**config.mk**
```make
export PLATFORM = sky130hd
export DESIGN_NAME = cam_lookup_ctrl
export DESIGN_NICKNAME = d
export VERILOG_FILES = /design/src/rtl/cam_lookup_ctrl_pkg.sv /design/src/rtl/cam_result_fifo.sv /design/src/rtl/cam_lookup_ctrl.sv
export SDC_FILE = /design/constraint.sdc
export NUM_CORES = 1
export LEC_CHECK = 0
export ABC_AREA = 1
export ABC_CLOCK_PERIOD_IN_PS = 2650
export BUFFER_PORTS_ARGS = -buffer_cell sky130_fd_sc_hd__buf_2
export CORE_MARGIN = 1
export CORE_UTILIZATION = 51
export CTS_CLUSTER_SIZE = 28
export DETAILED_ROUTE_END_ITERATION = 8
export PLACE_DENSITY = 0.91
export SLEW_MARGIN = 10
export SYNTH_ARGS = -nofsm -noshare
export SYNTH_HDL_FRONTEND = slang
export SYNTH_HIERARCHICAL = 1
export SYNTH_SLANG_ARGS = --single-unit
```
**constraint.sdc**
```tcl
create_clock -name clk -period 2.65 [get_ports clk]
set_input_delay 0.265 -clock clk [delete_from_list [all_inputs] [get_ports clk]]
set_output_delay 0.265 -clock clk [all_outputs]
set_load 0.01 [all_outputs]
```
**src/rtl/cam_lookup_ctrl_pkg.sv**
```systemverilog
`default_nettype none
// ============================================================================
//  Module      : cam_lookup_ctrl_pkg
//  Description : Shared types and constants for the CAM lookup controller.
//  Revision    : 1.0 - initial release
// ============================================================================
package cam_lookup_ctrl_pkg;

  // Cycles between presenting a compare key and the CAM result being valid.
  localparam int CAM_LATENCY = 1;

  localparam int STAT_WIDTH = 32;

  // Controller FSM states.
  typedef enum logic [1:0] {
    ST_RUN    = 2'd0,
    ST_DRAIN  = 2'd1,
    ST_WRITE  = 2'd2,
    ST_SETTLE = 2'd3
  } state_e;

  // Saturating increment for the statistics counters.
  function automatic logic [STAT_WIDTH-1:0] sat_inc(input logic [STAT_WIDTH-1:0] v);
    return (v == {STAT_WIDTH{1'b1}}) ? v : v + STAT_WIDTH'(1);
  endfunction

endpackage
`default_nettype wire

```
**src/rtl/cam_result_fifo.sv**
```systemverilog
`default_nettype none
// ============================================================================
//  Module      : cam_result_fifo
//  Description : Lookup result FIFO (tag, hit, addr). Power-of-two depth,
//                push and pop in the same cycle are allowed even when full.
//  Revision    : 1.0 - initial release
// ============================================================================
module cam_result_fifo #(
  parameter int TAG_WIDTH  = 8,
  parameter int ADDR_WIDTH = 5,
  parameter int DEPTH      = 4
) (
  input  logic                    clk,
  input  logic                    rst,
  input  logic                    push,
  input  logic [TAG_WIDTH-1:0]    push_tag,
  input  logic                    push_hit,
  input  logic [ADDR_WIDTH-1:0]   push_addr,
  input  logic                    pop,
  output logic [TAG_WIDTH-1:0]    out_tag,
  output logic                    out_hit,
  output logic [ADDR_WIDTH-1:0]   out_addr,
  output logic                    out_valid,
  output logic [$clog2(DEPTH):0]  count
);

  localparam int PTR_W = $clog2(DEPTH);
  localparam int CNT_W = PTR_W + 1;
  localparam int EW    = TAG_WIDTH + 1 + ADDR_WIDTH;

  logic [EW-1:0]    mem_q [DEPTH];
  logic [EW-1:0]    mem_d [DEPTH];
  logic [PTR_W-1:0] wr_ptr_q, wr_ptr_d;
  logic [PTR_W-1:0] rd_ptr_q, rd_ptr_d;
  logic [CNT_W-1:0] count_q, count_d;

  // Next-state for storage, pointers (natural modulo-DEPTH wrap) and fill level.
  always_comb begin
    mem_d    = mem_q;
    wr_ptr_d = wr_ptr_q;
    rd_ptr_d = rd_ptr_q;
    count_d  = count_q;
    if (push) begin
      mem_d[wr_ptr_q] = {push_tag, push_hit, push_addr};
      wr_ptr_d        = wr_ptr_q + PTR_W'(1);
    end
    if (pop) begin
      rd_ptr_d = rd_ptr_q + PTR_W'(1);
    end
    case ({push, pop})
      2'b10:   count_d = count_q + CNT_W'(1);
      2'b01:   count_d = count_q - CNT_W'(1);
      default: count_d = count_q;
    endcase
  end

  // Pointer and count registers.
  always_ff @(posedge clk) begin
    if (rst) begin
      wr_ptr_q <= '0;
      rd_ptr_q <= '0;
      count_q  <= '0;
    end else begin
      wr_ptr_q <= wr_ptr_d;
      rd_ptr_q <= rd_ptr_d;
      count_q  <= count_d;
    end
  end

  // Entry storage; contents are don't-care while the FIFO is empty.
  always_ff @(posedge clk) begin
    mem_q <= mem_d;
  end

  assign out_valid = (count_q != '0);
  assign count     = count_q;
  // Data fields read as zero whenever nothing is presented.
  assign {out_tag, out_hit, out_addr} = out_valid ? mem_q[rd_ptr_q] : '0;

endmodule
`default_nettype wire

```
**src/rtl/cam_lookup_ctrl.sv**
```systemverilog
`default_nettype none
// ============================================================================
//  Module      : cam_lookup_ctrl
//  Description : Pipelined CAM lookup controller with result FIFO, hit/miss
//                statistics and a drain-write-settle control-plane path.
//  Revision    : 1.0 - initial release
// ============================================================================
module cam_lookup_ctrl #(
  parameter int DATA_WIDTH = 64,
  parameter int ADDR_WIDTH = 5,
  parameter int TAG_WIDTH  = 8,
  parameter int FIFO_DEPTH = 4
) (
  input  logic                  clk,
  input  logic                  rst,
  input  logic [DATA_WIDTH-1:0] s_key_data,
  input  logic [TAG_WIDTH-1:0]  s_key_tag,
  input  logic                  s_key_valid,
  output logic                  s_key_ready,
  input  logic [ADDR_WIDTH-1:0] cfg_addr,
  input  logic [DATA_WIDTH-1:0] cfg_data,
  input  logic                  cfg_delete,
  input  logic                  cfg_valid,
  output logic                  cfg_ready,
  output logic [ADDR_WIDTH-1:0] cam_write_addr,
  output logic [DATA_WIDTH-1:0] cam_write_data,
  output logic                  cam_write_delete,
  output logic                  cam_write_enable,
  input  logic                  cam_write_busy,
  output logic [DATA_WIDTH-1:0] cam_compare_data,
  input  logic                  cam_match,
  input  logic [ADDR_WIDTH-1:0] cam_match_addr,
  output logic [TAG_WIDTH-1:0]  m_res_tag,
  output logic                  m_res_hit,
  output logic [ADDR_WIDTH-1:0] m_res_addr,
  output logic                  m_res_valid,
  input  logic                  m_res_ready,
  output logic [31:0]           stat_hits,
  output logic [31:0]           stat_misses
);

  import cam_lookup_ctrl_pkg::*;

  localparam int CNT_W = $clog2(FIFO_DEPTH) + 1;
  localparam int OCC_W = CNT_W + 1;
  localparam logic [OCC_W-1:0] OCC_LIMIT = OCC_W'(FIFO_DEPTH);

  state_e                state_q, state_d;
  logic                  s1_valid_q, s1_valid_d;
  logic [TAG_WIDTH-1:0]  s1_tag_q, s1_tag_d;
  logic [DATA_WIDTH-1:0] cmp_data_q, cmp_data_d;
  logic                  s2_valid_q, s2_valid_d;
  logic [TAG_WIDTH-1:0]  s2_tag_q, s2_tag_d;
  logic [ADDR_WIDTH-1:0] wr_addr_q, wr_addr_d;
  logic [DATA_WIDTH-1:0] wr_data_q, wr_data_d;
  logic                  wr_delete_q, wr_delete_d;
  logic [31:0]           hits_q, hits_d;
  logic [31:0]           misses_q, misses_d;

  logic [CNT_W-1:0]      fifo_count;
  logic [1:0]            inflight;
  logic [OCC_W-1:0]      occupancy;
  logic                  key_ready;
  logic                  key_accept;
  logic                  write_fire;
  logic                  res_push;
  logic                  res_pop;
  logic [ADDR_WIDTH-1:0] res_addr;

  // Lookups in the two pipeline stages each own a reserved FIFO slot, so the
  // result can always be pushed without checking for space.
  assign inflight   = {1'b0, s1_valid_q} + {1'b0, s2_valid_q};
  assign occupancy  = OCC_W'(fifo_count) + OCC_W'(inflight);
  assign key_ready  = (state_q == ST_RUN) && !cfg_valid && (occupancy < OCC_LIMIT);
  assign key_accept = s_key_valid && key_ready;

  // FSM next state: a config request drains the pipeline, waits for the CAM,
  // writes once and gives the CAM one settle cycle before lookups resume.
  always_comb begin
    state_d    = state_q;
    write_fire = 1'b0;
    case (state_q)
      ST_RUN: begin
        if (cfg_valid) state_d = ST_DRAIN;
      end
      ST_DRAIN: begin
        if (inflight == 2'd0) state_d = ST_WRITE;
      end
      ST_WRITE: begin
        if (!cam_write_busy) begin
          write_fire = 1'b1;
          state_d    = ST_SETTLE;
        end
      end
      ST_SETTLE: begin
        state_d = ST_RUN;
      end
      default: begin
        state_d = ST_RUN;
      end
    endcase
  end

  // FSM state register.
  always_ff @(posedge clk) begin
    if (rst) state_q <= ST_RUN;
    else     state_q <= state_d;
  end

  // Lookup pipeline next values: stage 1 holds the compare key, stage 2
  // lines up the tag with the CAM result.
  always_comb begin
    s1_valid_d = key_accept;
    s1_tag_d   = key_accept ? s_key_tag  : s1_tag_q;
    cmp_data_d = key_accept ? s_key_data : cmp_data_q;
    s2_valid_d = s1_valid_q;
    s2_tag_d   = s1_tag_q;
  end

  // Lookup pipeline registers; reset discards anything in flight.
  always_ff @(posedge clk) begin
    if (rst) begin
      s1_valid_q <= 1'b0;
      s1_tag_q   <= '0;
      cmp_data_q <= '0;
      s2_valid_q <= 1'b0;
      s2_tag_q   <= '0;
    end else begin
      s1_valid_q <= s1_valid_d;
      s1_tag_q   <= s1_tag_d;
      cmp_data_q <= cmp_data_d;
      s2_valid_q <= s2_valid_d;
      s2_tag_q   <= s2_tag_d;
    end
  end

  // Capture the config request when it is taken in RUN.
  always_comb begin
    wr_addr_d   = wr_addr_q;
    wr_data_d   = wr_data_q;
    wr_delete_d = wr_delete_q;
    if ((state_q == ST_RUN) && cfg_valid) begin
      wr_addr_d   = cfg_addr;
      wr_data_d   = cfg_data;
      wr_delete_d = cfg_delete;
    end
  end

  // Pending config write registers.
  always_ff @(posedge clk) begin
    if (rst) begin
      wr_addr_q   <= '0;
      wr_data_q   <= '0;
      wr_delete_q <= 1'b0;
    end else begin
      wr_addr_q   <= wr_addr_d;
      wr_data_q   <= wr_data_d;
      wr_delete_q <= wr_delete_d;
    end
  end

  assign res_push = s2_valid_q;
  assign res_addr = cam_match ? cam_match_addr : '0;
  assign res_pop  = m_res_valid && m_res_ready;

  // Hit/miss statistics advance on each result push and saturate.
  always_comb begin
    hits_d   = hits_q;
    misses_d = misses_q;
    if (res_push) begin
      if (cam_match) hits_d   = sat_inc(hits_q);
      else           misses_d = sat_inc(misses_q);
    end
  end

  // Statistics registers.
  always_ff @(posedge clk) begin
    if (rst) begin
      hits_q   <= '0;
      misses_q <= '0;
    end else begin
      hits_q   <= hits_d;
      misses_q <= misses_d;
    end
  end

  cam_result_fifo #(
    .TAG_WIDTH  (TAG_WIDTH),
    .ADDR_WIDTH (ADDR_WIDTH),
    .DEPTH      (FIFO_DEPTH)
  ) u_result_fifo (
    .clk       (clk),
    .rst       (rst),
    .push      (res_push),
    .push_tag  (s2_tag_q),
    .push_hit  (cam_match),
    .push_addr (res_addr),
    .pop       (res_pop),
    .out_tag   (m_res_tag),
    .out_hit   (m_res_hit),
    .out_addr  (m_res_addr),
    .out_valid (m_res_valid),
    .count     (fifo_count)
  );

  // Handshake pulses are masked by reset so an interrupted write never fires.
  assign s_key_ready      = key_ready && !rst;
  assign cam_write_enable = write_fire && !rst;
  assign cfg_ready        = write_fire && !rst;
  assign cam_write_addr   = wr_addr_q;
  assign cam_write_data   = wr_data_q;
  assign cam_write_delete = wr_delete_q;
  assign cam_compare_data = cmp_data_q;
  assign stat_hits        = hits_q;
  assign stat_misses      = misses_q;

endmodule
`default_nettype wire

```
# Word-level counts from Yosys, hierarchy flattened
# Index checks and enable logic that the tools add are counted.
# op_classes
add_sub_neg	8
order_cmp	4
n_eq_ne	10
mux	15
n_bitwise	5
n_reduce_logical	17
# ops
cell	n
32-bit by 1-bit adder with 32-bit output (second input constant)	2
32-bit == test (second input constant)	2
56-bit bitwise mux	1
14-bit two-way mux	4
14-bit binary-select mux with 2-bit select	1
14-bit demux with 2-bit select	1
3-bit AND reduction	3
1-bit logical AND	8
2-bit case mux with 4 select lines	1
2-bit == test (second input constant)	3
3-bit greater-or-equal comparator (second input constant)	2
2-bit two-way mux	3
2-bit inequality test (second input constant)	3
2-bit NOT with 3-bit output	2
3-bit case mux with 2 select lines	1
5-bit two-way mux	1
2-bit by 1-bit adder with 2-bit output (second input constant)	2
3-bit by 2-bit adder with 4-bit output	1
2-bit by 1-bit == test with 1-bit output (second input constant)	2
2-bit logical NOT	2
4-bit by 3-bit < comparator with 1-bit output (second input constant)	1
3-bit by 1-bit adder with 3-bit output (second input constant)	1
3-bit by 1-bit < comparator with 1-bit output (second input constant)	1
1-bit NOT	3
6 further kinds	8
# word_totals
regBits	281
in_bits	154
out_inout_bits	216
elab_cells	77

# Depth between registers and ports, before layout
# logic_depth
depth_word	6
mapped_depth	14
depth_no_buf	13

# By module
# Netlist, hierarchy kept.
# modules_own_cells
mod	instances	cells_each	area_each_um2
cam_lookup_ctrl	1	1340	9392.8
cam_result_fifo	1	233	2595.0

# Worst setup path before layout
# Ideal clock, no wire load.
# synth_timing
path_type	register to register
startpoint	register s2_valid_q, in the netlist res_push
endpoint	register cmp_data_q[2], in the netlist cam_compare_data[2]
setup_time_ps	64
arrival_time_ps	1961
required_time_ps	2586
setup_slack_ps	624
path_stages_with_launch	11
synth_period_minus_slack_ps	2026
cell_sequence	dfxtp_1 -> buf_4 -> inv_1 -> buf_2 -> ha_1 -> nand3_1 -> nand3_1 -> buf_2 -> clkbuf_1 -> o21ai_0 -> nor2_1
# synth_between
elab_chain_len	5
# synth_lines
item	line	rtl
from (decl)	cam_lookup_ctrl.sv:52	logic s2_valid_q, s2_valid_d;
from (signal assigned)	cam_lookup_ctrl.sv:132	s2_valid_q <= s2_valid_d;
1-bit by 1-bit adder with 2-bit output	cam_lookup_ctrl.sv:72	assign inflight = {1'b0, s1_valid_q} + {1'b0, s2_valid_q};
3-bit by 2-bit adder with 4-bit output	cam_lookup_ctrl.sv:73	assign occupancy = OCC_W'(fifo_count) + OCC_W'(inflight);
4-bit by 3-bit < comparator with 1-bit output	cam_lookup_ctrl.sv:74	assign key_ready = (state_q == ST_RUN) && !cfg_valid && (occupancy < OCC_LIMIT);
1-bit logical AND	cam_lookup_ctrl.sv:74	
1-bit logical AND	cam_lookup_ctrl.sv:75	assign key_accept = s_key_valid && key_ready;
to (signal assigned)	cam_lookup_ctrl.sv:131	cmp_data_q <= cmp_data_d;
to (decl)	cam_lookup_ctrl.sv:51	logic [DATA_WIDTH-1:0] cmp_data_q, cmp_data_d;
# No other way between the ends.
# A chain may end at the register's enable or synchronous reset.

# Final worst setup path
# layout_timing
startpoint	register s1_valid_q
endpoint	register cmp_data_q[46], in the netlist cam_compare_data[46]
# layout_between
elab_chain_len	5
# layout_lines
item	line	rtl
from (decl)	cam_lookup_ctrl.sv:49	logic s1_valid_q, s1_valid_d;
from (signal assigned)	cam_lookup_ctrl.sv:129	s1_valid_q <= s1_valid_d;
1-bit by 1-bit adder with 2-bit output	cam_lookup_ctrl.sv:72	
3-bit by 2-bit adder with 4-bit output	cam_lookup_ctrl.sv:73	
4-bit by 3-bit < comparator with 1-bit output	cam_lookup_ctrl.sv:74	
1-bit logical AND	cam_lookup_ctrl.sv:74	
1-bit logical AND	cam_lookup_ctrl.sv:75	
# No other way between the ends.

==> summary.md <==
| Metric | Value |
|---|---|
| Starting DRT DRC Count | 1094 |
| DRC viols | 0 |
| Max-slew violations | 0 |
| Worst hold path depth | 3 |
| Worst Hold Class | in -> reg |
| Peak Freq | 409 MHz |
| Worst Clk Skew | 0.00887 ns |
| NumNets Final | 2199 |
| Vias per cell | 5.39 |
| Cell depth of the worst flop-to-flop path | 8 |
| Initial antenna violation count | 8 |
| IO Pins | 370 |
| Delay of the slowest critical-path stage | 0.39 ns |
| Cell Rows | 55 |
| Slew at the pin closest to its max-slew limit | 0.763 ns |
| Dpl hpwl | 24400 um |
| Final non-filler cell total | 2375 |
| Finish-stage setup viols | 0 |
| Place WS | 0.533 ns |
| Crit path capture | cam_compare_data[46] |
| Yosys reg bits | 281 |
| Clock Latency Late Sink | 0.54 ns |
| P_leak | 7.39 nW |
| Final Wtd Congestion | 0.936 |
| Total gr overflow | 0 |
| Slowest CP cell | nand3_2 |
| Crit path launch | s1_valid_q |
| Fraction of registers with async set/reset | 0% |
| Pin count of the biggest net entering global routing | 100 |
| Core ar. | 22800 sq um |
| R2R Path Start | s1_valid_q |
| Status | finished, final reports clean |
| Pwr Density | 792 nW/um^2 |
| Filler instances | 1604 |
| Buffers and inverters on the worst path | 2 |
| Kind of end point of the critical path | register |
| CTS resizes | 0 |
| Final Worst Setup Slack | 0.204 ns |
| CTS Buffer Depth | 3 |
| Min Tclk post-route | 2.45 ns |
| DRT Pass-1 Iters | 8 |
| Cell variety after synth | 37 |
| Area Growth Syn to Fin | 35.1% |
| Die Area | 24100 sq um |
| Via count | 12800 |
| Vias in the first global route | 12700 |
| First-pass GRT wire length | 62600 um |
| WL final | 39800 um |
| H-tree lvl count | 1 |
| Max-Cap Viols | 0 |
| CP Cell Sequence | ha_1, ha_1, nor3_1, nand3_2, inv_2, buf_4, nor2_1, nor2_1 |
| Yosys synthesis warning count | 6 |
| Rel. slew slack | 49.1% |
| Required time of the critical path | 3.10 ns |
| Arrival @ worst endpoint | 2.89 ns |
| CTS tree | yes |
| WS Path Type | reg -> reg |
| Top Family by Delay on Critical Path | simple AND/OR/NAND/NOR gates |
| CTS sink count | 281 |
| TNS Setup | 0 ns |
| Post-CTS setup buffer count | 0 |
| Number of synthesized flops with an enable pin | 56 |
| Average wire per standard cell | 16.8 um |
| Chip height | 155 um |
| Flop-to-flop setup slack | 0.20 ns |
| Cell depth of the worst setup path | 8 |
| Worst reg2reg path endpoint | cam_compare_data[46] |
| Ys flop type | dfxtp_1 |
| Maximum vdd drop | 727 uV |
| Layout cell share with drive strength beyond 1 | 23.2% |
| Register area share after synthesis | 51.6% |
| Part of the cycle the worst path needs | 92.3% |
| Clock root buffer | clkbuf_16 |
| GRT Util Overall | 32.3% |
| RSZ-0062 raised after global routing | false |
| Average cell area after synthesis | 7.62 sq um |
| Initial Util | 52.5% |
| Total CTS buffers | 29 |
| Critical Path Fanout Max | 37 |
| Area of the multi-input gates | 5120 sq um |
| Cell count after placement | 2199 |
| Post-Synthesis Cell Area | 12000 sq um |
| Fin. Hold Viols | 0 |
| Register area | 6190 sq um |
| DRT antenna net count | 0 |
| Die width | 155 um |
| CP Launch Type | register |
| Synth Instances | 1573 |
| Synth Net Count | 1741 |
| PortBufs | 369 |
| Clk pin slew, worst setup/hold paths | 0.07 ns |
cell type report:
class | count | area share (%)
antenna | 8 | 0.124
clock buffer | 38 | 5.12
clock inverter | 16 | 1.04
inverter | 92 | 2.15
multi-input combinational | 1128 | 31.6
sequential | 281 | 38.2
tap | 313 | 2.42
timing repair buffer | 499 | 19.3
cells in the final DEF, fill, tap and decap left out, types with 14 or more instances in the layout:
cell / count
buf_4: 14
edfxtp_1: 56
clkbuf_16: 29
nor2_1: 454
buf_2: 369
dlygate4sd3_1: 114
nand2_1: 301
dfxtp_1: 225
a21oi_1: 57
inv_1: 86
o21ai_0: 150
nand3_1: 54
metal layers:
metal  global-route usage (%)  wire (um)  vias up
li1                         -          -     5947
met1                     35.9      14500     5903
met2                     55.6      19100      740
met3                     6.91       3400      223
met4                     21.9       2790        0
met5                        0          0        -
cell usage after synthesis, drive strengths merged (7+ instances only):
library cell,n,share of area (%)
nor2,467,15
nand2,311,10
dfxtp,225,38
o21ai,157,6.6
inv,91,2.8
a21oi,67,3.2
nand3,57,2.6
edfxtp,56,14
clkbuf,42,1.3
buf,30,1.6
nor3,14,0.63
ha,13,1.4
xor2,13,0.95
nand4,7,0.37
o22a,7,0.51
state kept, by name, summed over array words and instances (netlist names), 2 cells and up:
| name | flops |
|---|---|
| cam_compare_data | 64 |
| cam_write_addr | 5 |
| cam_write_data | 64 |
| s1_tag_q | 8 |
| s2_tag_q | 8 |
| stat_hits | 32 |
| stat_misses | 32 |
| state_q | 2 |
| u_result_fifo/count | 3 |
| u_result_fifo/mem_q | 56 |
| u_result_fifo/rd_ptr_q | 2 |
| u_result_fifo/wr_ptr_q | 2 |
per-stage QoR:
stage          total power [W]  instance area [sq um]  hold slack [ns]  util (%)
2_1_floorplan          0.00710                  12000            0.364         -
3_3_place_gp           0.00815                  14000            0.407      61.4
3_5_place_dp           0.00829                  14000            0.417      61.4
4_1_cts                 0.0126                  16200         0.000903      70.8
5_1_grt                 0.0134                  16200           0.0110      70.9
6_report                0.0128                  16200          0.00164      70.9
how the worst min path moves through the flow:
stage                     slack (ns)                 endpoint            from
after floorplan                 0.36  u_result_fifo/mem_q[19]       cam_match
after global placement          0.41              s2_tag_q[0]     s1_tag_q[0]
after detailed placement        0.42              s2_tag_q[6]     s1_tag_q[6]
after CTS                     0.0009        cam_write_data[3]     cfg_data[3]
after global routing            0.01     cam_compare_data[21]  s_key_data[21]
final                          0.002     cam_compare_data[31]  s_key_data[31]
power breakdown:
group          total (W)  leakage (nW)  internal (W)  switching (W)
clock network    0.00425         0.481       0.00250        0.00175
logic            0.00327          4.56       0.00119        0.00208
registers        0.00531          2.35       0.00493       0.000378
total             0.0128          7.39       0.00862        0.00421
cell families after synthesis:
logic type	Yosys count	share of synthesized area [%]
AO/OA/AOI/OAI	235	10.5
AND/OR/NAND/NOR	862	29.4
adder cells (fa/ha/maj)	14	1.52
XOR/XNOR	17	1.24
flip-flops	281	51.6
buffers and inverters	164	5.77
repair_timing:
item,CTS,global route
setup endpoints to repair,0,0
endpoints found under the hold margin,113,1
hold buffers,113,1
worst reg2reg max path, stage by stage (launching register included):
cell and delay (ns):
dfxtp_1 0.33, ha_1 0.21, ha_1 0.19, nor3_1 0.30, nand3_2 0.39, inv_2 0.19
buf_4 0.38, nor2_1 0.14, nor2_1 0.24
Note: power is estimated with default switching activity, not from simulation.
